$ cat config.mk
export PLATFORM = sky130hd
export DESIGN_NAME = key_matrix_scan
export DESIGN_NICKNAME = d
export VERILOG_FILES = /design/src/rtl/key_scan_pkg.sv /design/src/rtl/key_matrix_scan_col_sync.sv /design/src/rtl/key_matrix_scan.sv
export SDC_FILE = /design/constraint.sdc
export NUM_CORES = 1
export LEC_CHECK = 0
export ABC_CLOCK_PERIOD_IN_PS = 2100
export CAP_MARGIN = 10
export CORE_MARGIN = 8
export CORE_UTILIZATION = 30
export DETAILED_ROUTE_END_ITERATION = 6
export SYNTH_ARGS = -nofsm -noshare
export SYNTH_HDL_FRONTEND = slang
export SYNTH_SLANG_ARGS = --single-unit
$ cat constraint.sdc
create_clock -name i_clk -period 2.1 [get_ports i_clk]
set_clock_uncertainty 0.05 [all_clocks]
set_input_delay 0.42 -clock i_clk [delete_from_list [all_inputs] [get_ports i_clk]]
set_output_delay 0.42 -clock i_clk [all_outputs]
set_load 0.005 [all_outputs]
$ cat src/rtl/key_scan_pkg.sv
// Shared types and helpers for the 4x4 keypad scanner.
// Holds the scan FSM state encoding, the row reset pattern and column decode.
// Pure declarations, no logic of its own.
package key_scan_pkg;

  typedef enum logic [1:0] {
    SCAN     = 2'd0,
    DEBOUNCE = 2'd1,
    HOLD     = 2'd2
  } state_e;

  localparam logic [3:0] ROW_INIT = 4'b1110;
  localparam int         KEY_W    = 4;

  // Column decode result: vld is set only when exactly one column is low.
  typedef struct packed {
    logic       vld;
    logic [1:0] idx;
  } col_hit_t;

  function automatic col_hit_t one_low(input logic [3:0] col);
    col_hit_t h;
    h = '0;
    case (col)
      4'b1110: begin h.vld = 1'b1; h.idx = 2'd0; end
      4'b1101: begin h.vld = 1'b1; h.idx = 2'd1; end
      4'b1011: begin h.vld = 1'b1; h.idx = 2'd2; end
      4'b0111: begin h.vld = 1'b1; h.idx = 2'd3; end
      default: h = '0;
    endcase
    return h;
  endfunction

  // Active-low row drive for a row index: ROW_INIT rotated left by idx.
  function automatic logic [3:0] row_drive(input logic [1:0] idx);
    logic [7:0] w;
    w = {ROW_INIT, ROW_INIT} << idx;
    return w[7:4];
  endfunction

endpackage

$ cat src/rtl/key_matrix_scan_col_sync.sv
// 4-bit two-flop synchronizer for the keypad column lines.
// Latency: 2 clocks from i_col to o_col.
// No backpressure; resets to all-ones (idle, pulled-up columns).
module col_sync (
  input  logic       i_clk,
  input  logic       i_rst_n,
  input  logic [3:0] i_col,
  output logic [3:0] o_col
);

  logic [3:0] r_meta;
  logic [3:0] r_sync;

  // Two-stage capture of the asynchronous column lines
  always_ff @(posedge i_clk or negedge i_rst_n) begin
    if (!i_rst_n) begin
      r_meta <= '1;
      r_sync <= '1;
    end else begin
      r_meta <= i_col;
      r_sync <= r_meta;
    end
  end

  assign o_col = r_sync;

endmodule

$ cat src/rtl/key_matrix_scan.sv
// 4x4 keypad scanner: row rotation, press/release debounce, key code output.
// Latency: press accepted DEB_CNT-1 clocks after debounce entry (plus 2-clock sync).
// No backpressure; o_key_valid is a one-cycle strobe, o_key_down a held level.
module key_matrix_scan
  import key_scan_pkg::*;
#(
  parameter int SCAN_DIV = 16,
  parameter int DEB_CNT  = 12
) (
  input  logic             i_clk,
  input  logic             i_rst_n,
  input  logic [3:0]       i_col,
  output logic [3:0]       o_row,
  output logic [KEY_W-1:0] o_key_code,
  output logic             o_key_valid,
  output logic             o_key_down
);

  localparam int DW = $clog2(SCAN_DIV - 1) + 1;
  localparam int CW = $clog2(DEB_CNT) + 1;

  logic [3:0]       w_cols;
  col_hit_t         w_hit;
  state_e           r_state;
  state_e           w_state_nxt;
  logic [DW-1:0]    r_dwell;
  logic [CW-1:0]    r_cnt;
  logic [1:0]       r_row_idx;
  logic [1:0]       r_col_idx;
  logic [3:0]       r_col_pat;
  logic [KEY_W-1:0] r_key_code;
  logic             r_key_valid;
  logic             r_key_down;
  logic             w_dwell_last;
  logic             w_cnt_full;
  logic             w_match;
  logic             w_idle;
  logic             w_accept;

  col_sync u_col_sync (
    .i_clk   (i_clk),
    .i_rst_n (i_rst_n),
    .i_col   (i_col),
    .o_col   (w_cols)
  );

  assign w_hit        = one_low(w_cols);
  assign w_dwell_last = (r_dwell == DW'(SCAN_DIV - 1));
  // r_cnt already holds DEB_CNT-1 matches, so this cycle's sample is the last one needed
  assign w_cnt_full   = (r_cnt == CW'(DEB_CNT - 1));
  assign w_match      = (w_cols == r_col_pat);
  assign w_idle       = (w_cols == 4'hF);

  // State register
  always_ff @(posedge i_clk or negedge i_rst_n) begin
    if (!i_rst_n) r_state <= SCAN;
    else          r_state <= w_state_nxt;
  end

  // Next-state decode
  always_comb begin
    w_state_nxt = r_state;
    case (r_state)
      SCAN:     if (w_dwell_last && w_hit.vld) w_state_nxt = DEBOUNCE;
      DEBOUNCE: if (!w_match)                  w_state_nxt = SCAN;
                else if (w_cnt_full)           w_state_nxt = HOLD;
      HOLD:     if (w_idle && w_cnt_full)      w_state_nxt = SCAN;
      default:                                 w_state_nxt = SCAN;
    endcase
  end

  // Output decode: accept strobe and registered outputs onto ports
  always_comb begin
    w_accept    = (r_state == DEBOUNCE) && w_match && w_cnt_full;
    o_row       = row_drive(r_row_idx);
    o_key_code  = r_key_code;
    o_key_valid = r_key_valid;
    o_key_down  = r_key_down;
  end

  // Counters, row pointer, captured key and output registers.
  // Increments only happen below the terminal value, so counters never wrap.
  always_ff @(posedge i_clk or negedge i_rst_n) begin
    if (!i_rst_n) begin
      r_dwell     <= '0;
      r_cnt       <= '0;
      r_row_idx   <= '0;
      r_col_idx   <= '0;
      r_col_pat   <= '1;
      r_key_code  <= '0;
      r_key_valid <= 1'b0;
      r_key_down  <= 1'b0;
    end else begin
      r_key_valid <= w_accept;
      case (r_state)
        SCAN: begin
          if (w_dwell_last) begin
            r_dwell <= '0;
            if (w_hit.vld) begin
              r_col_pat <= w_cols;
              r_col_idx <= w_hit.idx;
              r_cnt     <= CW'(1);
            end else begin
              r_row_idx <= r_row_idx + 2'd1;
            end
          end else begin
            r_dwell <= r_dwell + DW'(1);
          end
        end
        DEBOUNCE: begin
          if (!w_match) begin
            r_cnt     <= '0;
            r_dwell   <= '0;
            r_row_idx <= r_row_idx + 2'd1;
          end else if (w_cnt_full) begin
            r_cnt      <= '0;
            r_key_code <= {r_row_idx, r_col_idx};
            r_key_down <= 1'b1;
          end else begin
            r_cnt <= r_cnt + CW'(1);
          end
        end
        HOLD: begin
          if (!w_idle) begin
            r_cnt <= '0;
          end else if (w_cnt_full) begin
            r_cnt      <= '0;
            r_key_down <= 1'b0;
            r_row_idx  <= '0;
            r_dwell    <= '0;
          end else begin
            r_cnt <= r_cnt + CW'(1);
          end
        end
        default: begin
          r_cnt   <= '0;
          r_dwell <= '0;
        end
      endcase
    end
  end

endmodule
# Word level (Yosys, flattened, before mapping)
# Cells that the tools add are included.
# totals
inputBits	6
register_bits	34
elab_cells	78
output_inout_bits	10
rom_bits	0
memories	0
latch_bits	0
mem_bits_rw	0
# classes
n_mux	28
multipliers	0
n_bitwise	0
div_mod_pow	0
n_eq_ne	21
magnitude_cmp	0
n_shift	1
n_reduce_logical	14
addsub	3
# op_table
op	count
$mux 5	9
$pmux 5 s3	2
$ne 2x2->1 const B	10
$mux 2	9
$eq 4x4->1 const B	4
$pmux 2 s3	2
$pmux 3 s4	1
$reduce_and 3->1	4
$add 5x1->5 const B	2
$eq 5x4->1 const B	2
$shl 8x2->8 const A	1
$reduce_and 6->1	1
$reduce_and 5->1	1
$eq 4x3->1 const B	1
$eq 4x4->1	1
$logic_and 1x1->1	4
$mux 1	4
$ne 3x3->1 const B	1
$reduce_bool 3->1	1
$add 2x1->2 const B	1
$eq 2x1->1 const B	1
$eq 2x2->1 const B	1
$logic_not 2->1	1
$pmux 1 s2	1
2 further kinds	2

# Depth between registers and ports, before layout
# depth
ltp_word	5
mapped_depth	7
depth_no_buf	6

# By module
# From an unflattened synthesis, not the netlist that was laid out.
# unflattened
hier_cells	157
hier_area_um2	1854.3
# modules_own_cells
mod	cells_each	area_per_inst_um2	seq_area_each_um2	instances
key_matrix_scan	149	1644.1	655.6	1
col_sync	8	210.2	210.2	1

# Least setup slack after synthesis
# Ideal clock, no wire load.
# synth_path
path_kind	register to register
start	register r_state[0]
end	register r_row_idx[0]
t_arrival_ps	1653
required_ps	1922
stages_incl_launch_ff	8
slack_ps	270
synth_period_minus_slack_ps	1830
setup_ps	128
cell_sequence	dfrtp_1 > inv_1 > ha_1 > clkbuf_1 > o2111ai_2 > o21ai_0 > and4_1 > mux2_1
# synth_between
elab_chain_cells	3
# synth_lines
element	line	source
from (decl)	key_matrix_scan.sv:24	state_e r_state;
from (signal assigned)	key_matrix_scan.sv:57	else r_state <= w_state_nxt;
$eq 2x2->1 (tied with other cells)	key_matrix_scan.sv:95	case (r_state)
$ne 2x2->1 (no line) / $reduce_bool 3->1 (equally long branches)	-	
$reduce_and 6->1 (no line)	-	
to (signal assigned)	key_matrix_scan.sv:104	r_row_idx <= r_row_idx + 2'd1;
to (signal assigned)	key_matrix_scan.sv:114	r_row_idx <= r_row_idx + 2'd1;
to (decl)	key_matrix_scan.sv:28	logic [1:0] r_row_idx;
# Parallel ways exist; a longest one is shown, timed or not.
# A chain may end at the register's enable or synchronous reset.

# Worst setup path in the final report
# layout_path
start	register r_row_idx[0]
end	output o_row[0]
# layout_between
elab_chain_cells	1
# layout_lines
element	line	source
$shl 8x2->8	key_scan_pkg.sv:37	w = {ROW_INIT, ROW_INIT} << idx;
to (decl)	key_matrix_scan.sv:13	output logic [3:0] o_row,
# No other way between the ends.

==> reports/metrics.cfg <==
[finish]
final_nets = 193
final_common_cell = dfrtp_1
layout-drive-gt1-share = 0.247
syn_to_final_growth_pct = 21.0
layout_common_cells = dfrtp_1, clkdlybuf4s50_1, inv_1, nand2_1, dfstp_2
fillers = 576
diodes = 0

[worst_setup_path]
cp-end-kind = primary output
ff2ff_path_depth = 6
crit_fanout = 6
critPathKind = flip-flop to primary output
worst_setup_path_start_kind = flip-flop
rrSetupSlack_ps = 140
cp_data_required_time_ps = 1630
r2r_start = r_cnt[0]$_DFFE_PN0P_
arrival_ps = 1490
r2r_end = r_dwell[3]$_DFFE_PN0P_

[yosys]
yosys_warnings = 0
syn_inst = 154
synthTopCellsByArea = dfrtp_1, dfstp_2, ha_1
synthArstFlopShare = 1.00
netlist_area_um2 = 1750
synth_area_per_cell_um2 = 11.4
ys_seq_area_frac = 0.494
synth_top_area_frac = 0.314
yosys.cell_types.count = 43
synth_flop_cell = dfrtp_1
yosysTopAreaCell = dfrtp_1
synth_edf_count = 0
synth_nets = 170
ys_seq_elements = 34

[timing]
final_max_slew_viol_count = 0
fin_setup_tns_ps = 0
rsz0062_at_grt = no
finalHoldViolations = 0
finalCriticalPeriod_ps = 1960
setup_viol = 0
hold_ws_ps = 306
tightest_slew_ps = 429
setup_ws_ps = 139
relSlewSlack = 0.714
max_freq_ghz = 0.510
finalCritPeriodShare = 0.934

[clock_network]
ctsLongestPathBuffers = 2
clk_pin_slew_ps = 70
cts_tree = done
cts.sinks = 34
numCtsBuffers = 5
insertion_delay_ps = 280
clock-root-buffer = clkbuf_8
h-tree-depth = 2

[floorplan]
die_w_um = 92.5
die_h_um = 92.5
dieArea_um2 = 8550
core_um2 = 5780
pin_count = 16
initial_utilization = 0.303
fp-row-count = 28

[min_path]
holdPathEnd = u_col_sync.o_col[2]$_DFF_PN1_
holdCritPathClass = flip-flop to flip-flop
hold_depth = 0
hp-start = u_col_sync.r_meta[2]$_DFF_PN1_

[global_route]
use_met3 = 0.0251
grt_usage = 0.0756
grt_pass1_vias = 1143
grt_pass1_wl_um = 5130
busiest_layer = met2
overflow = 0
met1_usage = 0.0898
grt_max_degree = 35
antenna_found_initial = 0
grt_use_met2 = 0.113

[power_and_ir_drop]
p_leak_nw = 0.911
vdd_drop_max_uv = 413
power.density_nw_per_um2 = 923

[placement]
port_buffers = 15
routabilityCongestion = 0.849
post-place-ws_ps = 160
dpl.hpwl_um = 2230

[detailed_routing]
wl_per_cell_um = 11.8
num_vias = 1189
first_pass_iters = 4
ant_nets = 0
routed_wl_um = 2990
drt_iter0_drc = 44
avgViaCountPerCell = 4.70
drcViolationCount = 0

[run_status]
status = complete, no violations

[run]
max-cap-violations = 0

[cell usage after synthesis (2+ instances only)]
| library cell | n |
|---|---|
| inv_1 | 13 |
| buf_4 | 2 |
| nand4b_1 | 2 |
| o21ai_0 | 3 |
| dfrtp_1 | 22 |
| a21oi_1 | 6 |
| nor3_1 | 3 |
| and3_1 | 2 |
| o31ai_1 | 2 |
| a221o_1 | 2 |
| mux2_2 | 9 |
| nand3_1 | 8 |
| ha_1 | 10 |
| a31oi_1 | 2 |
| nor2b_1 | 2 |
| o21ai_4 | 2 |
| nor3b_1 | 3 |
| nor2_1 | 8 |
| a21o_1 | 2 |
| xnor2_1 | 5 |
| nand2_1 | 12 |
| a22o_1 | 2 |
| dfstp_2 | 12 |
[critical path: stages (launching register included)]
cell and delay [ps]:
dfrtp_2 410, inv_1 70, ha_1 190, inv_1 40, clkdlybuf4s50_1 490
[kinds of logic after synthesis]
kind of cell,count (synthesis),share of synthesized area
adders and majority gates,10,0.0713
and+or+nand+nor,47,0.158
AOI/OAI and AO/OA,30,0.141
buffers and inverters,17,0.0414
xor gates and xnor gates,5,0.0250
DFF,34,0.494
muxes,11,0.0699
[sequential cells by signal, summed over array words and instances, names as in the netlist]
name / flops
u_col_sync.o_col: 4
o_key_down: 1
o_key_code: 4
u_col_sync.r_meta: 4
o_key_valid: 1
r_col_idx: 2
r_row_idx: 2
r_dwell: 5
r_state: 2
r_cnt: 5
r_col_pat: 4
[layer usage]
metal  wire, um  part of all wire
met1       1400              0.47
met2       1340              0.45
met3        164             0.055
met4         82             0.027
met5          0                 0
[timing repair]
action,CTS,global route
setup buffers,0,0
hold buffers,0,0
gates resized for setup,0,1
setup endpoints to repair,0,1
[power breakdown]
| group | leakage (nW) | switching, mW | internal, mW |
|---|---|---|---|
| combinational | 0.433 | 0.289 | 0.291 |
| sequential | 0.421 | 0.0768 | 0.744 |
| clock | 0.0575 | 0.227 | 0.331 |
| total | 0.911 | 0.593 | 1.37 |
[layout make-up]
class                   instances  area, um2  area share
multi-input cells             103        816       0.384
inverters                      13       48.8      0.0230
flip-flops and latches         34        867       0.408
well taps                      75       93.8      0.0442
clock buffers                   8        110      0.0519
repair buffers                 20        188      0.0884
[worst max-delay path by stage]
stage,startpoint,endpoint,slack (ps),depth (start not counted)
after floorplan,r_state[0]$_DFFE_PN0P_,r_row_idx[0]$_DFFE_PN0P_,270,7
after global placement,r_cnt[0]$_DFFE_PN0P_,r_dwell[3]$_DFFE_PN0P_,150,6
after detailed placement,r_cnt[0]$_DFFE_PN0P_,r_dwell[3]$_DFFE_PN0P_,160,6
after CTS,r_row_idx[0]$_DFFE_PN0P_,o_row[0],60,4
after global routing,r_cnt[0]$_DFFE_PN0P_,r_dwell[3]$_DFFE_PN0P_,50,6
final,r_row_idx[0]$_DFFE_PN0P_,o_row[0],140,4
[metrics by stage]
step / util / instance area [um2] / instances / total power, mW
after detailed placement: 0.348 / 2010 / 245 / 1.42
final: 0.367 / 2120 / 253 / 1.96
after floorplan: - / 1750 / 154 / 1.20
after CTS: 0.367 / 2120 / 253 / 1.99
after global routing: 0.367 / 2120 / 253 / 2.10
after global placement: 0.348 / 2010 / 245 / 1.42
(Power assumes the default switching activity.)
